## config.mk

```make
export PLATFORM = sky130hd
export DESIGN_NAME = vrf_agu_grp
export DESIGN_NICKNAME = d
export VERILOG_FILES = /design/src/rtl/vrf_agu_grp.sv
export SDC_FILE = /design/constraint.sdc
export NUM_CORES = 1
export LEC_CHECK = 0
export CORE_ASPECT_RATIO = 0.6
export CORE_MARGIN = 3
export CORE_UTILIZATION = 40
export DETAILED_ROUTE_END_ITERATION = 16
export PLACE_DENSITY = 0.57
export SKIP_CTS_REPAIR_TIMING = 1
export SLEW_MARGIN = 20
export SYNTH_ARGS = -nofsm -noshare
export SYNTH_HDL_FRONTEND = slang
export SYNTH_SLANG_ARGS = --single-unit
```

## constraint.sdc

```tcl
create_clock -name clk -period 13.75 [get_ports clk]
set_clock_uncertainty 0.2 [all_clocks]
set_input_delay 1.375 -clock clk [delete_from_list [all_inputs] [get_ports clk]]
set_output_delay 1.375 -clock clk [all_outputs]
set_load 0.05 [all_outputs]
```

## src/rtl/vrf_agu_grp.sv

```systemverilog
// VRF address generator: walks the lines covered by one vector op and streams
// address, line index, byte enables and start/end flags over valid/ready.
module vrf_agu_grp #(
  parameter int unsigned DATA_BYTES    = 8,
  parameter int unsigned LINES_PER_REG = 32,
  parameter int unsigned ADDR_WIDTH    = 10,
  parameter int unsigned VL_WIDTH      = 16
) (
  input  logic                  clk,
  input  logic                  rst,
  input  logic                  req_valid,
  output logic                  req_ready,
  input  logic [VL_WIDTH-1:0]   vl_in,
  input  logic [4:0]            vreg_in,
  input  logic [1:0]            vsew,
  input  logic                  masked,
  input  logic [1:0]            mode,
  input  logic [DATA_BYTES-1:0] mask_in,
  input  logic                  resp_ready,
  output logic                  resp_valid,
  output logic [ADDR_WIDTH-1:0] addr_out,
  output logic [7:0]            line_idx,
  output logic [DATA_BYTES-1:0] b_en,
  output logic                  start_v,
  output logic                  end_v,
  output logic                  done
);

  localparam int unsigned LogDb = $clog2(DATA_BYTES);
  localparam logic [1:0] ModeNormal = 2'd0;
  localparam logic [1:0] ModeRepeat = 2'd1;
  localparam logic [1:0] ModeScalar = 2'd2;

  typedef enum logic [0:0] {StIdle, StIssue} state_e;

  state_e                state_q, state_d;
  logic [VL_WIDTH-1:0]   vl_q, vl_d;
  logic [4:0]            vreg_q, vreg_d;
  logic [1:0]            vsew_q, vsew_d;
  logic                  masked_q, masked_d;
  logic [1:0]            mode_q, mode_d;
  logic [31:0]           k_q, k_d;
  logic                  rep_q, rep_d;
  logic [ADDR_WIDTH-1:0] addr_q, addr_d;
  logic [7:0]            idx_q, idx_d;
  logic [DATA_BYTES-1:0] ben_q, ben_d;
  logic                  start_q, start_d;
  logic                  end_q, end_d;
  logic                  done_q, done_d;

  logic                  accept;
  logic [VL_WIDTH-1:0]   c_vl;
  logic [4:0]            c_vreg;
  logic [1:0]            c_vsew;
  logic                  c_masked;
  logic [1:0]            c_mode;
  logic [31:0]           shift, epl, lines, base, k_nxt, act, nbytes;
  logic                  last_cur, last_nxt;
  logic [DATA_BYTES-1:0] ben_line;

  // Line geometry comes from the incoming request on the accept edge and from
  // the latched op otherwise, so line 0 and line k+1 share one datapath.
  always_comb begin
    accept   = req_valid && (state_q == StIdle);
    c_vl     = accept ? vl_in : vl_q;
    c_vreg   = accept ? vreg_in : vreg_q;
    c_vsew   = accept ? vsew : vsew_q;
    c_masked = accept ? masked : masked_q;
    c_mode   = accept ? ((mode == 2'd3) ? ModeNormal : mode) : mode_q;

    // Illegal vsew clamps to one element per line so the op still terminates.
    shift    = (32'(c_vsew) > LogDb) ? 32'd0 : LogDb - 32'(c_vsew);
    epl      = 32'd1 << shift;
    lines    = (32'(c_vl) + epl - 32'd1) >> shift;
    base     = 32'(c_vreg) * LINES_PER_REG;
    k_nxt    = accept ? 32'd0 : k_q + 32'd1;
    last_cur = (k_q == lines - 32'd1);
    last_nxt = (k_nxt == lines - 32'd1);
    act      = 32'(c_vl) - ((lines - 32'd1) << shift);
    nbytes   = act << c_vsew;

    if (!last_nxt || nbytes >= DATA_BYTES) begin
      ben_line = {DATA_BYTES{1'b1}};
    end else begin
      ben_line = DATA_BYTES'((64'd1 << nbytes) - 64'd1);
    end
    if (c_masked) begin
      ben_line = ben_line & mask_in;
    end
  end

  always_comb begin
    state_d  = state_q;
    vl_d     = vl_q;
    vreg_d   = vreg_q;
    vsew_d   = vsew_q;
    masked_d = masked_q;
    mode_d   = mode_q;
    k_d      = k_q;
    rep_d    = rep_q;
    addr_d   = addr_q;
    idx_d    = idx_q;
    ben_d    = ben_q;
    start_d  = start_q;
    end_d    = end_q;
    done_d   = 1'b0;

    case (state_q)
      StIdle: begin
        if (req_valid) begin
          vl_d     = c_vl;
          vreg_d   = c_vreg;
          vsew_d   = c_vsew;
          masked_d = c_masked;
          mode_d   = c_mode;
          if (vl_in == '0) begin
            done_d = 1'b1;
          end else begin
            state_d = StIssue;
            k_d     = k_nxt;
            rep_d   = 1'b0;
            addr_d  = ADDR_WIDTH'((c_mode == ModeScalar) ? base : base + k_nxt);
            idx_d   = k_nxt[7:0];
            ben_d   = ben_line;
            start_d = 1'b1;
            end_d   = last_nxt && (c_mode != ModeRepeat);
          end
        end
      end
      StIssue: begin
        if (resp_ready) begin
          if (mode_q == ModeRepeat && !rep_q) begin
            // Second copy of the same line: mask_in is deliberately not resampled.
            rep_d   = 1'b1;
            start_d = 1'b0;
            end_d   = last_cur;
          end else if (last_cur) begin
            state_d = StIdle;
            done_d  = 1'b1;
            start_d = 1'b0;
            end_d   = 1'b0;
          end else begin
            k_d     = k_nxt;
            rep_d   = 1'b0;
            addr_d  = ADDR_WIDTH'((mode_q == ModeScalar) ? base : base + k_nxt);
            idx_d   = k_nxt[7:0];
            ben_d   = ben_line;
            start_d = 1'b0;
            end_d   = last_nxt && (mode_q != ModeRepeat);
          end
        end
      end
      default: state_d = StIdle;
    endcase
  end

  always_ff @(posedge clk) begin
    if (rst) begin
      state_q  <= StIdle;
      vl_q     <= '0;
      vreg_q   <= '0;
      vsew_q   <= '0;
      masked_q <= 1'b0;
      mode_q   <= '0;
      k_q      <= '0;
      rep_q    <= 1'b0;
      addr_q   <= '0;
      idx_q    <= '0;
      ben_q    <= '0;
      start_q  <= 1'b0;
      end_q    <= 1'b0;
      done_q   <= 1'b0;
    end else begin
      state_q  <= state_d;
      vl_q     <= vl_d;
      vreg_q   <= vreg_d;
      vsew_q   <= vsew_d;
      masked_q <= masked_d;
      mode_q   <= mode_d;
      k_q      <= k_d;
      rep_q    <= rep_d;
      addr_q   <= addr_d;
      idx_q    <= idx_d;
      ben_q    <= ben_d;
      start_q  <= start_d;
      end_q    <= end_d;
      done_q   <= done_d;
    end
  end

  assign req_ready  = (state_q == StIdle);
  assign resp_valid = (state_q == StIssue);
  assign addr_out   = addr_q;
  assign line_idx   = idx_q;
  assign b_en       = ben_q;
  assign start_v    = start_q;
  assign end_v      = end_q;
  assign done       = done_q;

endmodule

```

==> results.py <==
metrics = {
    "run_status": {
        "status": "completed",
    },
    "global_routing": {
        "grt_pass1_vias": 8775,
        "grt_use_met1_pct": 44.6,
        "grt_util_met3_pct": 7.99,
        "grt_usage_pct": 26.6,
        "gr-total-overflow": 0,
        "antenna_found_initial": 0,
        "top_usage_layer": "met1",
        "grt_use_met2_pct": 31.3,
        "grt_pass1_wl_um": 53300,
        "grt_max_degree": 90,
    },
    "detailed_routing": {
        "dr.pass1.iters": 5,
        "vias_per_cell": 6.17,
        "antenna_left": 0,
        "drt_iter0_markers": 1403,
        "vias": 9860,
        "routed_wirelength_um": 34500,
        "routedWlPerCell_um": 21.6,
        "drcViolationCount": 0,
    },
    "timing": {
        "hold_viol": 0,
        "fmax_mhz": 85.2,
        "period_minus_slack_ns": 11.74,
        "whs_ns": 0.255,
        "worstMarginPinSlew_ns": 1.11,
        "rsz0062_at_grt": "false",
        "fin_crit_sh_pct": 85.4,
        "slew_headroom_pct": 25.5,
        "finalSetupViolCount": 0,
        "drv_slew": 0,
        "setup_tns_ns": 0,
    },
    "floorplan": {
        "die_height_um": 125,
        "rows": 42,
        "coreArea_sq_mm": 0.0225,
        "initial_core_util_pct": 41.7,
        "fp.dieW_um": 204,
        "dieArea_sq_mm": 0.0255,
        "io_pins": 69,
    },
    "clock_tree": {
        "cts_inserted_buffers": 9,
        "clk_path_buf_depth": 2,
        "clk_latency_ns": 0.38,
        "clock_sinks": 81,
        "tritoncts": "built",
        "cts_max_level": 3,
        "cts_root_buf": "clkbuf_16",
        "clk_pin_slew_ns": 0.07,
    },
    "placed_design": {
        "port_buffers": 68,
        "place.gp.congestion": 0.983,
        "dpl.cell_count": 1580,
        "hpwl_um": 26900,
    },
    "worst_setup_path": {
        "slowest_stage": "nor4bb_1",
        "startpoint_type": "primary input",
        "worstSetupEndpointType": "flip-flop",
        "required_ns": 13.83,
        "critical_path.max_stage_delay_ns": 0.72,
        "arrival_ns": 11.82,
        "cp_max_fo": 16,
        "worstSetupPathType": "primary input to flip-flop",
    },
    "pwr": {
        "internal_power_w": 0.000752,
        "swShare_pct": 49.1,
        "p_comb_share_pct": 64.0,
        "vdd_drop_max_v": 0.0000734,
        "power_frac_clock_pct": 19.0,
        "sequentialPowerShare_pct": 17.0,
        "power.density_mw_per_mm2": 141,
        "leakage_nw": 3.99,
        "p_switching_w": 0.000726,
    },
    "cells_and_area": {
        "syn2layout_area_growth_pct": 11.7,
        "final_nets": 1365,
        "drive_gt1_share_pct": 5.90,
        "final_cells": 1597,
    },
    "yosys": {
        "synth_ff_type": "dfxtp_1",
        "syn_avg_cell_area_sq_um": 7.34,
        "synth_cell_type_count": 93,
        "yosysWarnings": 0,
        "netlist_top_cells_count": "167 x nor2_1, 105 x nand2_1, 82 x a21oi_1, 81 x dfxtp_1, 65 x xnor2_1",
        "async_reset_ff_share_pct": 0,
        "ys_seq_area_share_pct": 17.2,
        "synth_top_area_share_pct": 17.2,
        "synth_nets": 1364,
        "synthTopCellsByArea": "dfxtp_1 17%, nor2_1 6.7%, xnor2_1 6.0%",
        "synth_edf_count": 0,
        "synthesis.area_sq_mm": 0.00941,
        "ys_seq_elements": 81,
        "yosysMostFrequentCell": "nor2_1",
        "syn_inst": 1282,
        "synth_top_area_cell": "dfxtp_1",
    },
    "worst_hold_path": {
        "hp-class": "flip-flop to flip-flop",
    },
    "job": {
        "drv_cap": 0,
    },
}
[cell usage in the layout, fill, tap and decap left out, drive strengths merged, types with 9 or more instances in the layout]
cell type      instances
nand3                 35
o211ai                17
clkbuf                10
ha                    41
mux2i                 55
a21oi                 83
a21o                  13
o41ai                  9
inv                   47
clkdlybuf4s50         67
o21a                  10
or3                   13
or2                    9
buf                   13
nor2b                  9
xor2                  29
nor2                 168
a31oi                 16
dfxtp                 81
nand2                105
a211oi                20
and3                  16
a211o                 10
o2111ai                9
o22ai                 12
xnor2                 65
nand3b                21
nor3                  40
nand4                 17
and2                  15
or4                   11
nor4                  28
o21ai                 70
[power by group through the flow]
stage          logic [W]  clock network [W]  registers (W)
2_1_floorplan   0.000661                  0       0.000274
3_3_place_gp    0.000920                  0       0.000257
3_5_place_dp    0.000912                  0       0.000257
4_1_cts         0.000918           0.000289       0.000251
5_1_grt          0.00102           0.000298       0.000253
6_report        0.000945           0.000281       0.000252
[sequential cells by signal, summed over array words and instances (netlist names)]
register    flops
done            1
k_q            32
masked_q        1
start_v         1
end_v           1
resp_valid      1
addr_out       10
rep_q           1
vl_q           16
b_en            8
vsew_q          2
vreg_q          5
mode_q          2
[routing by layer]
metal | up-vias | part of all wire, %
li1 | 4722 | -
met5 | - | 0.28
met3 | 26 | 11
met2 | 440 | 35
met1 | 4670 | 53
met4 | 2 | 1.1
[critical path: cells and delay by family]
| kind | cells | cell delay [ns] |
|---|---|---|
| compound gates | 14 | 3.74 |
| xor+xnor | 1 | 0.25 |
| fa+ha+maj | 5 | 1.52 |
| buf+inv | 6 | 1.37 |
| mux | 3 | 0.86 |
| simple gates | 11 | 2.68 |
[through the flow]
stage	setup slack, ns	area (sq um)	utilization, %	power [W]
2_1_floorplan	3.53	9410	-	0.000935
3_3_place_gp	2.11	10200	45.1	0.00118
3_5_place_dp	1.79	10200	45.1	0.00117
4_1_cts	2.15	10500	46.6	0.00146
5_1_grt	1.05	10500	46.6	0.00157
6_report	2.01	10500	46.6	0.00148
[worst paths after layout]
path,from,to,slack [ns],cells after the start
worst max-delay path,req_valid,b_en[4],2.01,40
worst min-delay path,addr_out[8],addr_out[8],0.26,2
worst max register to register,resp_valid,b_en[4],3.15,39
worst min register to register,addr_out[8],addr_out[8],0.26,2
[layout make-up]
type	count	area, sq um
fill	2255	12000
multi-input combinational	1067	7250
sequential	81	1620
timing repair buffer	80	766
tap	308	385
clock buffer	10	229
inverter	44	165
clock inverter	6	97.6
antenna	1	2.50
[kinds of logic (layout without fill, tap and decap cells)]
kind of cell,Yosys count,after routing,share of synthesized area (%)
muxes,61,61,6.82
buffers and inverters,134,140,6.24
adders and majority gates,44,44,6.09
and+or+nand+nor,519,519,27.7
xor gates and xnor gates,102,102,10.7
AOI/OAI and AO/OA,341,341,25.3
other,0,1,0
DFF,81,81,17.2
Note: power is estimated with default switching activity, not from simulation.
